[src/rtl/weight_fetch_ctrl.sv]
// Weight fetch controller: streams consecutive ROM words, packs WORDS_PER_GROUP
// of them into one wide weight group and hands each group out on valid/ready.
module weight_fetch_ctrl #(
    parameter int ADDR_WIDTH      = 8,
    parameter int DATA_WIDTH      = 32,
    parameter int WORDS_PER_GROUP = 2,
    parameter int CNT_WIDTH       = 8
) (
    input  logic                                  clk,
    input  logic                                  rst,
    input  logic                                  start,
    input  logic [ADDR_WIDTH-1:0]                 base_addr,
    input  logic [CNT_WIDTH-1:0]                  num_groups,
    output logic                                  busy,
    output logic                                  done,
    output logic                                  rom_en,
    output logic [ADDR_WIDTH-1:0]                 rom_addr,
    input  logic [DATA_WIDTH-1:0]                 rom_data,
    output logic                                  w_valid,
    input  logic                                  w_ready,
    output logic [WORDS_PER_GROUP*DATA_WIDTH-1:0] w_data,
    output logic                                  w_last
);

    localparam int WC_W = (WORDS_PER_GROUP > 1) ? $clog2(WORDS_PER_GROUP) : 1;

    localparam logic [WC_W-1:0]       LAST_WORD = WC_W'(WORDS_PER_GROUP - 1);
    localparam logic [WC_W-1:0]       WC_ZERO   = {WC_W{1'b0}};
    localparam logic [WC_W-1:0]       WC_ONE    = WC_W'(1);
    localparam logic [CNT_WIDTH-1:0]  CNT_ZERO  = {CNT_WIDTH{1'b0}};
    localparam logic [CNT_WIDTH-1:0]  CNT_ONE   = CNT_WIDTH'(1);
    localparam logic [ADDR_WIDTH-1:0] ADDR_ZERO = {ADDR_WIDTH{1'b0}};
    localparam logic [ADDR_WIDTH-1:0] ADDR_ONE  = ADDR_WIDTH'(1);

    typedef enum logic [1:0] {
        IDLE  = 2'd0,
        ISSUE = 2'd1,
        DRAIN = 2'd2,
        HOLD  = 2'd3
    } state_t;

    state_t                                state_r;
    state_t                                state_nxt_s;
    logic [ADDR_WIDTH-1:0]                 next_addr_r;
    logic [ADDR_WIDTH-1:0]                 fetch_addr_s;
    logic [WC_W-1:0]                       word_cnt_r;
    logic [WC_W-1:0]                       cap_idx_r;
    logic [CNT_WIDTH-1:0]                  rem_r;
    logic [CNT_WIDTH-1:0]                  rem_nxt_s;
    logic                                  rd_pend_r;
    logic                                  accept_s;
    logic                                  zero_req_s;
    logic                                  handshake_s;
    logic                                  busy_r;
    logic                                  done_r;
    logic                                  rom_en_r;
    logic [ADDR_WIDTH-1:0]                 rom_addr_r;
    logic                                  w_valid_r;
    logic                                  w_last_r;
    logic [WORDS_PER_GROUP*DATA_WIDTH-1:0] w_data_r;
    logic                                  busy_nxt_s;
    logic                                  done_nxt_s;
    logic                                  rom_en_nxt_s;
    logic                                  w_valid_nxt_s;
    logic                                  w_last_nxt_s;

    function automatic logic [WC_W-1:0] slot_after(input logic [WC_W-1:0] idx);
        if (idx == LAST_WORD) begin
            return WC_ZERO;
        end else begin
            return idx + WC_ONE;
        end
    endfunction

    // Next-state decode
    always_comb begin
        state_nxt_s = state_r;
        accept_s    = 1'b0;
        zero_req_s  = 1'b0;
        handshake_s = 1'b0;
        case (state_r)
            IDLE: begin
                if (start) begin
                    if (num_groups != CNT_ZERO) begin
                        accept_s    = 1'b1;
                        state_nxt_s = ISSUE;
                    end else begin
                        zero_req_s  = 1'b1;
                        state_nxt_s = IDLE;
                    end
                end else begin
                    state_nxt_s = IDLE;
                end
            end
            ISSUE: begin
                if (word_cnt_r == LAST_WORD) begin
                    state_nxt_s = DRAIN;
                end else begin
                    state_nxt_s = ISSUE;
                end
            end
            DRAIN: begin
                state_nxt_s = HOLD;
            end
            HOLD: begin
                if (w_ready) begin
                    handshake_s = 1'b1;
                    if (rem_r == CNT_ONE) begin
                        state_nxt_s = IDLE;
                    end else begin
                        state_nxt_s = ISSUE;
                    end
                end else begin
                    state_nxt_s = HOLD;
                end
            end
            default: begin
                state_nxt_s = IDLE;
            end
        endcase
    end

    // Output decode: values the output registers take on the coming edge
    always_comb begin
        rem_nxt_s    = rem_r;
        fetch_addr_s = next_addr_r;
        if (accept_s) begin
            rem_nxt_s = num_groups;
        end else if (handshake_s) begin
            rem_nxt_s = rem_r - CNT_ONE;
        end else begin
            rem_nxt_s = rem_r;
        end
        if (state_r == IDLE) begin
            fetch_addr_s = base_addr;
        end else begin
            fetch_addr_s = next_addr_r;
        end
        busy_nxt_s    = (state_nxt_s != IDLE);
        rom_en_nxt_s  = (state_nxt_s == ISSUE);
        w_valid_nxt_s = (state_nxt_s == HOLD);
        w_last_nxt_s  = (state_nxt_s == HOLD) && (rem_nxt_s == CNT_ONE);
        done_nxt_s    = zero_req_s || (handshake_s && (rem_r == CNT_ONE));
    end

    // State, counters, address and registered outputs
    always_ff @(posedge clk) begin
        if (rst) begin
            state_r     <= IDLE;
            rem_r       <= CNT_ZERO;
            word_cnt_r  <= WC_ZERO;
            next_addr_r <= ADDR_ZERO;
            rom_addr_r  <= ADDR_ZERO;
            busy_r      <= 1'b0;
            done_r      <= 1'b0;
            rom_en_r    <= 1'b0;
            w_valid_r   <= 1'b0;
            w_last_r    <= 1'b0;
        end else begin
            state_r   <= state_nxt_s;
            rem_r     <= rem_nxt_s;
            busy_r    <= busy_nxt_s;
            done_r    <= done_nxt_s;
            rom_en_r  <= rom_en_nxt_s;
            w_valid_r <= w_valid_nxt_s;
            w_last_r  <= w_last_nxt_s;
            // rom_addr only moves when a read is actually presented
            if (state_nxt_s == ISSUE) begin
                rom_addr_r  <= fetch_addr_s;
                next_addr_r <= fetch_addr_s + ADDR_ONE;
                if (state_r == ISSUE) begin
                    word_cnt_r <= word_cnt_r + WC_ONE;
                end else begin
                    word_cnt_r <= WC_ZERO;
                end
            end else begin
                rom_addr_r  <= rom_addr_r;
                next_addr_r <= next_addr_r;
                word_cnt_r  <= word_cnt_r;
            end
        end
    end

    // Word capture one cycle behind each read; reset drops any read in flight
    always_ff @(posedge clk) begin
        if (rst) begin
            rd_pend_r <= 1'b0;
            cap_idx_r <= WC_ZERO;
            w_data_r  <= {(WORDS_PER_GROUP*DATA_WIDTH){1'b0}};
        end else begin
            rd_pend_r <= rom_en_r;
            if (rd_pend_r) begin
                for (int k = 0; k < WORDS_PER_GROUP; k++) begin
                    if (cap_idx_r == WC_W'(k)) begin
                        w_data_r[k*DATA_WIDTH +: DATA_WIDTH] <= rom_data;
                    end
                end
                cap_idx_r <= slot_after(cap_idx_r);
            end else begin
                cap_idx_r <= cap_idx_r;
            end
        end
    end

    assign busy     = busy_r;
    assign done     = done_r;
    assign rom_en   = rom_en_r;
    assign rom_addr = rom_addr_r;
    assign w_valid  = w_valid_r;
    assign w_last   = w_last_r;
    assign w_data   = w_data_r;

endmodule

[config.mk]
export PLATFORM = sky130hd
export DESIGN_NAME = weight_fetch_ctrl
export DESIGN_NICKNAME = d
export VERILOG_FILES = /design/src/rtl/weight_fetch_ctrl.sv
export SDC_FILE = /design/constraint.sdc
export NUM_CORES = 1
export LEC_CHECK = 0
export ABC_AREA = 1
export BUFFER_PORTS_ARGS = -buffer_cell sky130_fd_sc_hd__buf_2
export CORE_MARGIN = 2
export CORE_UTILIZATION = 55
export CTS_CLUSTER_SIZE = 8
export DETAILED_ROUTE_END_ITERATION = 8
export PLACE_DENSITY = 0.95
export SETUP_SLACK_MARGIN = 0.3
export SYNTH_ARGS = -nofsm -noshare
export SYNTH_HDL_FRONTEND = slang
export SYNTH_SLANG_ARGS = --single-unit
[constraint.sdc]
create_clock -name clk -period 2.8 [get_ports clk]
set_input_delay 0 -clock clk [delete_from_list [all_inputs] [get_ports clk]]
set_output_delay 0 -clock clk [all_outputs]
set_load 0.05 [all_outputs]
==> run metrics <==
EDFF count, synth 0; crit path DAT approximately 2.3 ns; final core utilization 0.735; Die W ~90 µm; dpl hpwl a little over 7 mm; Fin Clk Skew slightly above 0.009 ns; post-synth top area cell dfxtp_1; CTS Sinks slightly below 100; max frequency about 500 MHz; HP Class primary input to flip-flop; startpoint types flip-flop; Clock Pin Slew Worst Setup and Hold Paths ~0.1 ns; Async S/R FF share, synth 0; footprint of the multi-input gates between 1500 and 2000 µm²; CP Class flip-flop to flip-flop; register-to-register setup slack 0.79 ns; peak supply drop roughly 0.37 mV; Cell Count Post-Placement 757; CTS Buf Count 9; Pre-antenna DRT Iters 5; clk_lat worst skew 0.36 ns; run status complete, no violations; Vias 4235; pins over their slew limit 0; Fin. Hold Viols 0; setup_tns 0 ns; top post-synthesis cells by area dfxtp_1, nor2_1, o21ai_0; vias per inst roughly 5.2; CTS Buffer Depth 2; vias in the first global route roughly 4.1k; PwrDens 596 nW/µm²; CTS H-tree lvls 3; Post-synth top cells nor2_1, dfxtp_1, nand2_1, o21ai_0, inv_1; Syn Area/Cell 7.42 µm²; FF/Latch Area roughly 2000 µm²; Syn. warnings 0; RSZ-0062 raised after global routing false; grt total ovfl 0; 1st-iter DRT viols between 200 and 250; WL/cell between 10 and 15 µm; Ports 129; worst slack, placed between 0.8 and 0.9 ns; sequential area share after synthesis 0.478; Yosys reg bits between 90 and 100; final net count 762; worst slew pin tran ~1.0 ns; Core Box Area 7250 µm²; Synth top area share 0.478; DP Area between 4000 and 5000 µm²; Initial Utilization 0.566; top_reg_cell synth dfxtp_1; routed wire length ~11 mm; Setup violations, final 0; DRT antenna net count 0; Leakage Power around 2.6 nW; CTS root buf clkbuf_8; Critical Path End Type flip-flop; CP Max Fanout 17; TritonCTS clock tree yes; WP data required slightly above 3 ns; Final Cell Area approximately 5300 µm²; DR DRC count 0; total track usage 0.284; max-cap violations 0; Fillers roughly 550; first-pass GRT wire length approximately 19 mm; port bufs 128; relative slew slack 0.314; syn_nets slightly above 600; Yosys cell types 37; min setup slack post-route 0.785 ns; gpl congestion 0.870; largest net degree at the start of global routing 65; minimum clock period 2.01 ns; antenna violations before repair 0; fin cells just over 800; die area ~8000 µm²; share of post-route cells with drive strength above 1 0.251; top-count cell post-synth nor2_1; P&R area growth vs syn 30.0%; Post-Syn Instances 553; Mapped Area just over 4000 µm²; num rows 31; Die H approximately 90 µm; Period Utilization, post-route 0.720
## worst paths after layout
check | depth (start not counted) | from | to
setup / recovery | 8 | state_r[1]$_SDFF_PP0_ | next_addr_r[4]$_SDFFE_PP0P_
hold / removal | 4 | num_groups[1] | rem_r[1]$_SDFF_PP0_
setup reg to reg | 8 | state_r[1]$_SDFF_PP0_ | next_addr_r[4]$_SDFFE_PP0P_
hold reg to reg | 2 | rom_en$_SDFF_PP0_ | rd_pend_r$_SDFF_PP0_
## layout make-up
cell class                 count  area share
clock inverter                 7      0.0117
timing repair buffer         169       0.196
tap                           99      0.0232
antenna                        1    0.000469
clock buffer                   9      0.0232
inverter                      36      0.0258
sequential                    98       0.368
multi-input combinational    393       0.352
## registers in the layout, indices dropped and copies added, names as in the netlist, 2 cells and up
signal / cells
next_addr_r: 8
w_data: 64
state_r: 2
rom_addr: 8
rem_r: 8
## worst max-delay path, cell delays in order, from the launching register on
cell and delay [ns]:
dfxtp_1 0.39, nor2_4 0.49, nand2_1 0.11, o21ai_1 0.18, ha_1 0.28, nand3_1 0.13, xnor2_1 0.16, nor2_1 0.11
nor2_1 0.06
## cells in the final DEF (no fill, tap or decap), types with 2 or more instances in the layout
cell type | synthesis | final
a21oi_1 | 16 | 16
buf_2 | 1 | 128
buf_4 | 1 | 3
clkbuf_8 | 0 | 9
clkinv_4 | 0 | 3
dfxtp_1 | 98 | 98
dlygate4sd3_1 | 0 | 38
ha_1 | 3 | 3
inv_1 | 32 | 32
inv_2 | 2 | 2
inv_6 | 0 | 2
nand2_1 | 71 | 71
nand2_2 | 6 | 6
nand3_1 | 22 | 22
nand3b_1 | 2 | 2
nand4_1 | 10 | 10
nor2_1 | 163 | 162
nor2_2 | 4 | 5
nor2_4 | 4 | 4
o21ai_0 | 69 | 69
o21ai_1 | 2 | 2
o21ai_2 | 3 | 3
o21ai_4 | 3 | 3
or2_0 | 2 | 2
xor2_1 | 3 | 3
## metrics by stage
step	hold WS (ns)	total power (W)
after floorplan	0.135	0.00212
after global placement	0.234	0.00226
after detailed placement	0.244	0.00229
after CTS	0.0133	0.00318
after global routing	0.0694	0.00332
final	0.0205	0.00318
## kinds of logic after synthesis
kind of cell | count (synthesis) | synth area share
xor+xnor | 4 | 0.00854
flops | 98 | 0.478
buf+inv | 62 | 0.0650
compound gates | 95 | 0.131
fa+ha+maj | 3 | 0.00915
simple gates | 291 | 0.309
## timing repair
item                                    CTS  global route
hold buffers                             38             0
endpoints found under the setup margin    0             0
resized for setup                         0             0
endpoints found under the hold margin    71             0
buffers inserted                          0             0
## power by group
part           switching, W  internal [W]  total (W)  leakage [nW]
Combinational      0.000549      0.000226   0.000775          1.70
Clock              0.000524      0.000340   0.000864        0.0923
Sequential        0.0000515       0.00149    0.00154         0.801
Total               0.00112       0.00206    0.00318          2.59
## per-layer routing
metal,wire length (µm),GRT usage,vias to the layer above
met1,4580,0.332,1927
met5,0,0,-
met4,420,0.142,0
met2,5640,0.494,191
li1,-,-,2074
met3,782,0.0584,43
(Power assumes the default switching activity.)
